[config.mk]
export PLATFORM = sky130hd
export DESIGN_NAME = reg_change_fifo
export DESIGN_NICKNAME = d
export VERILOG_FILES = /design/src/rtl/reg_change_fifo.sv
export SDC_FILE = /design/constraint.sdc
export NUM_CORES = 1
export LEC_CHECK = 0
export BUFFER_PORTS_ARGS = -buffer_cell sky130_fd_sc_hd__buf_2
export CORE_ASPECT_RATIO = 1.2
export CORE_MARGIN = 4
export CORE_UTILIZATION = 60
export CTS_CLUSTER_DIAMETER = 60
export DETAILED_ROUTE_END_ITERATION = 12
export GPL_TIMING_DRIVEN = 0
export PLACE_DENSITY_LB_ADDON = 0.08
export SLEW_MARGIN = 15
export SYNTH_ARGS = -nofsm -noshare
export SYNTH_HDL_FRONTEND = slang
export SYNTH_SLANG_ARGS = --single-unit
[constraint.sdc]
create_clock -name clk -period 7.8 [get_ports clk]
set_input_delay 0.78 -clock clk [delete_from_list [all_inputs] [get_ports clk]]
set_output_delay 0.78 -clock clk [all_outputs]
set_load 0.02 [all_outputs]
[src/rtl/reg_change_fifo.sv]
// Change monitor for a clocked register output: every new data_in value is
// pushed with a free-running timestamp into a small show-ahead FIFO.
module reg_change_fifo #(
  parameter int DATA_W = 8,
  parameter int TS_W   = 16,
  parameter int DEPTH  = 4
) (
  input  logic                     clk,
  input  logic                     rst,
  input  logic [DATA_W-1:0]        data_in,
  input  logic                     rd_en,
  input  logic                     clr_ovf,
  output logic [DATA_W-1:0]        rd_data,
  output logic [TS_W-1:0]          rd_ts,
  output logic                     empty,
  output logic                     full,
  output logic [$clog2(DEPTH):0]   count,
  output logic                     overflow
);

  localparam int PTR_W = $clog2(DEPTH);
  localparam int CNT_W = PTR_W + 1;

  logic [TS_W-1:0]   ts_q;
  logic [DATA_W-1:0] prev_q;
  logic              prev_valid;
  logic [PTR_W-1:0]  wr_ptr;
  logic [PTR_W-1:0]  rd_ptr;
  logic [CNT_W-1:0]  count_q;
  logic [CNT_W-1:0]  count_nxt;
  logic              empty_q;
  logic              full_q;
  logic              overflow_q;

  logic [DATA_W-1:0] mem_data [DEPTH];
  logic [TS_W-1:0]   mem_ts   [DEPTH];

  logic chg;
  logic pop;
  logic push;
  logic ovf_evt;

  // A full FIFO still accepts a change when the head is popped in the same cycle.
  always_comb begin
    chg       = prev_valid && (data_in != prev_q);
    pop       = rd_en && !empty_q;
    push      = chg && (!full_q || rd_en);
    ovf_evt   = chg && full_q && !rd_en;
    count_nxt = count_q;
    unique case ({push, pop})
      2'b10:   count_nxt = count_q + CNT_W'(1);
      2'b01:   count_nxt = count_q - CNT_W'(1);
      default: count_nxt = count_q;
    endcase
  end

  // NOTE: sequential state uses non-blocking assignments so every register
  // samples pre-edge values, independent of statement order.
  always_ff @(posedge clk) begin
    if (rst) begin
      ts_q       <= '0;
      prev_q     <= '0;
      prev_valid <= 1'b0;
      wr_ptr     <= '0;
      rd_ptr     <= '0;
      count_q    <= '0;
      empty_q    <= 1'b1;
      full_q     <= 1'b0;
      overflow_q <= 1'b0;
    end else begin
      ts_q       <= ts_q + TS_W'(1);
      prev_q     <= data_in;
      prev_valid <= 1'b1;
      if (push) wr_ptr <= wr_ptr + PTR_W'(1);
      if (pop)  rd_ptr <= rd_ptr + PTR_W'(1);
      count_q    <= count_nxt;
      empty_q    <= (count_nxt == '0);
      full_q     <= (count_nxt == CNT_W'(DEPTH));
      if (ovf_evt)      overflow_q <= 1'b1;
      else if (clr_ovf) overflow_q <= 1'b0;
    end
  end

  // NOTE: the storage array has no reset; stale contents are never visible
  // because the read port is gated by empty and pointers restart at zero.
  always_ff @(posedge clk) begin
    if (!rst && push) begin
      mem_data[wr_ptr] <= data_in;
      mem_ts[wr_ptr]   <= ts_q;
    end
  end

  assign rd_data  = empty_q ? '0 : mem_data[rd_ptr];
  assign rd_ts    = empty_q ? '0 : mem_ts[rd_ptr];
  assign empty    = empty_q;
  assign full     = full_q;
  assign count    = count_q;
  assign overflow = overflow_q;

endmodule

Yosys cells after proc, flatten, opt, wreduce, memory -nomap -nowiden
Memory sizes are Yosys's and may differ from the RTL's. A register that Yosys moved wholly into a read port is not among the register bits. Index checks and enable logic that the tools add are counted.

Register bits after elaboration: 35. Bits in writable memories: 96. Input bits: 12. Output and inout bits: 30. Word-level logic and storage cells: 45. Memories: 2.

Memories: mem_ts (words 4, width 16, read ports 1, clocked after memory_dff 1, write ports 1, line 36) `logic [TS_W-1:0] mem_ts [DEPTH];`; mem_data (words 4, width 8, read ports 1, clocked after memory_dff 1, write ports 1, line 35) `logic [DATA_W-1:0] mem_data [DEPTH];`.

Add/sub/neg operators: 5. Equality and inequality tests: 4. Mux-type cells: 12. Reduce and logical (&&, ||, !) cells: 13.

Operators with widths (number): 16-bit by 1-bit adder with 16-bit output, second input constant (1); 16-bit 2-to-1 mux (1); 2-bit 2-to-1 mux (4); 8-bit 2-to-1 mux (1); 8-bit != test (1); 1-bit logical AND (6); 3-bit one-hot mux with 2 select lines (1); 1-bit 2-to-1 mux (5); 2-bit by 1-bit adder with 2-bit output, second input constant (2); 1-bit logical NOT (4); 3-bit by 1-bit adder with 3-bit output, second input constant (1); 3-bit == test, second input constant (1); 3-bit logical NOT (1); 3-bit by 1-bit subtractor with 3-bit output, second input constant (1); 2-bit by 1-bit == test with 1-bit output, second input constant (1); 2-bit == test, second input constant (1); 2-bit nonzero test (1); 1-bit logical OR (1).

Longest topological paths before layout
Depth in word-level cells: 6. Depth in mapped cells: 10. Mapped depth without buffers: 10.

Worst setup path before layout
OpenSTA, ideal clock, no wires.

Path kind: in2reg. Start: input rd_en. End: memory mem_data[1][0] (enable). Setup time: 440 ps. Arrival: 2992 ps. Required time: 7360 ps. Slack: 4368 ps. Stages on the path: 4. Path buffers: 0. Path through: inv_1 -> a21boi_0 -> o21ai_2 -> nor3b_1.

Longest elaborated chain between the ends: 5.

RTL lines: from (decl) (line 11) `input logic rd_en,`; 1-bit logical OR (line 47) `push = chg && (!full_q || rd_en);`; 1-bit logical AND (line 47); 1-bit logical AND (line 87) `if (!rst && push) begin`; 1-bit 2-to-1 mux (line 87); 1-bit 2-to-1 mux (implied by the code) (line 88) `mem_data[wr_ptr] <= data_in;`; to (decl) (line 35).

Every way passes these cells.

==> results_dict.tcl <==
set metrics [dict create \
    status "finished clean" \
    multi_input_area_sq_um 1480 \
    cts_setup_buffers 0 \
    place_ws_ns 4.39 \
    ys_seq_area_share_pct 70.0 \
    synthCells 319 \
    io_buffers 40 \
    cts_tree "built" \
    drt_wl_total_mm 9.64 \
    crit_required_ns 7.02 \
    synthXorXnorAreaFrac_pct 3.89 \
    drive_above_1_share_pct 28.5 \
    powerDensity_nw_per_um2 316 \
    cts-buffers-inserted 17 \
    dpl-instance-area_sq_um 5620 \
    finish.net_count 406 \
    grt_pass1_vias 2975 \
    arrival_ns 2.45 \
    syn_avg_cell_area_sq_um 16.2 \
    synthTopCellsByArea "edfxtp_1, dfxtp_1, mux4_2" \
    hold_class "reg2reg" \
    design_area_sq_um 6250 \
    fmax_ghz 0.310 \
    cts_resized 0 \
    synth.distinct_cells 36 \
    syn_area_sq_um 5180 \
    hold_buffers 0 \
    grt_first_pass_wirelength_mm 15.6 \
    rsz0062_at_grt "no" \
    ys_ff_latch 133 \
    drt-wirelength-per-cell_um 18.8 \
    synth-main-ff-cell "edfxtp_1" \
    power_uw 1970 \
    yosysTopAreaCellShare_pct 55.7 \
    synth_top_family_by_area "multiplexers" \
    slew_viol_final 0 \
    hold_slack_ns 0.473 \
    cts_sinks 133 \
    muxShareOfSynthArea_pct 10.9 \
    postSynthNetCount 338 \
    synth_most_common_cell "edfxtp_1" \
    dpl.hpwl_mm 6.28 \
    gp_congestion 0.717 \
    antennaDiodeCount 0 \
    synth_simple_gate_area_share_pct 9.98 \
    worst_pin_slew_ns 0.848 \
    regArea_sq_um 3620 \
    fp-row-count 36 \
    clock_path_buffers 2 \
    maxCapViolations 0 \
    drt_iter0_markers 148 \
    fp.dieW_um 92.8 \
    final_antenna_net_count 0 \
    coreArea_sq_um 8290 \
    max-slew-margin-rel_pct 43.2 \
    drc_errors 0 \
    finClkSkew_ns 0.0107 \
    p_leak_uw 0.00218 \
    synth_common_cells "edfxtp_1, dfxtp_1, nor2b_1" \
    grt_antenna_before_repair 0 \
    synth_edf_count 96 \
    dr.pass1.iters 4 \
    die_y_um 110 \
    end_kind "output pin" \
    fill_cells 559 \
    min_period_ns 3.23 \
    fin_setup_tns_ns 0 \
    dieArea_sq_um 10200 \
    synth-adder-area-share_pct 1.84 \
    routed-via-count 2837 \
    synth_compound_area_share_pct 1.72 \
    h-tree-depth 4 \
    grt_usage_pct 21.3 \
    path_clk_slew_ns 0.06 \
    setup_violations 0 \
    critPathKind "reg2out" \
    via_per_inst 5.52 \
    area_growth_syn_to_layout_pct 20.6 \
    cp_max_fo 10 \
    root_buffer "clkbuf_8" \
    setup_slack_ns 4.57 \
    io_pins 42 \
    yosysWarnings 0 \
    async_flop_share_pct 0 \
    clock_latency_ns 0.53 \
    initial_core_util_pct 62.5 \
    cp-start-kind "flop" \
    timing.final.crit_share_pct 41.3 \
    ir_worst_vdd_mv 0.212 \
    overflow 0 \
    grt_max_degree 17 \
    synth_largest_area_cell "edfxtp_1" \
    hold_violations 0 \
]
==> area by class of cell <==
type                       instances  area share, %
tap                              114           2.28
clock inverter                    12           2.82
clock buffer                      20           7.15
multi-input combinational        163           23.8
timing repair buffer              49           4.53
inverter                          11          0.661
buffer                            12          0.781
sequential                       133           58.0
==> metrics by stage <==
stage	util, %	instances
CTS	75.4	514
finish	75.4	514
detailed placement	67.8	482
floorplan	-	319
global placement	66.6	473
global route	75.4	514
==> state kept, by name (all words and copies together), names as in the netlist, 2 cells and up, named ones only <==
register and flops:
count 3, mem_data 32, mem_ts 64, prev_q 8, rd_ptr 2, ts_q 16, wr_ptr 2
==> worst paths after layout <==
check / start / to / slack [ns] / cells after the start
worst max-delay path: flop / rd_ts[7] / 4.57 / 5
worst max register to register: prev_q[6] / full / 5.01 / 10
worst min-delay path: overflow / overflow / 0.47 / 2
worst min register to register: overflow / overflow / 0.47 / 2
==> power breakdown <==
group / leakage, uW / internal (uW) / total [uW] / switching [uW]
clock network: 0.000290 / 537 / 829 / 292
logic: 0.000700 / 138 / 333 / 195
registers: 0.00119 / 788 / 810 / 22.2
==> cells in the final DEF, fill, tap and decap left out, drive strengths merged, types with 5 or more instances in the layout <==
cell,synthesis,routed
ha,6,6
edfxtp,96,96
a21oi,7,7
clkbuf,7,27
nand4,6,6
xnor2,19,19
mux4,24,24
inv,11,11
nand2,6,6
dfxtp,37,37
nand3,5,5
nor2,22,22
nor2b,35,35
buf,5,54
==> kinds of logic (layout without fill, tap and decap cells) <==
family | Yosys count | after routing
DFF | 133 | 133
and+or+nand+nor | 92 | 92
muxes | 26 | 26
xor gates and xnor gates | 23 | 23
buffers and inverters | 23 | 104
AOI/OAI and AO/OA | 15 | 15
adders and majority gates | 7 | 7
==> worst max-delay path, cell delays in order, from the launching register on <==
cell and delay [ns]:
dfxtp_1 0.31, buf_1 0.29, clkbuf_1 0.57, mux4_2 0.40
nor2b_1 0.15, buf_2 0.18
==> metal layers <==
metal | wire [um] | track usage (%) | part of all wire [%]
met5 | 0 | 0 | 0
met4 | 211 | 9.42 | 2.2
met3 | 522 | 7.32 | 5.4
met2 | 5030 | 35.3 | 52
met1 | 3880 | 25.5 | 40
(Power assumes the default switching activity.)
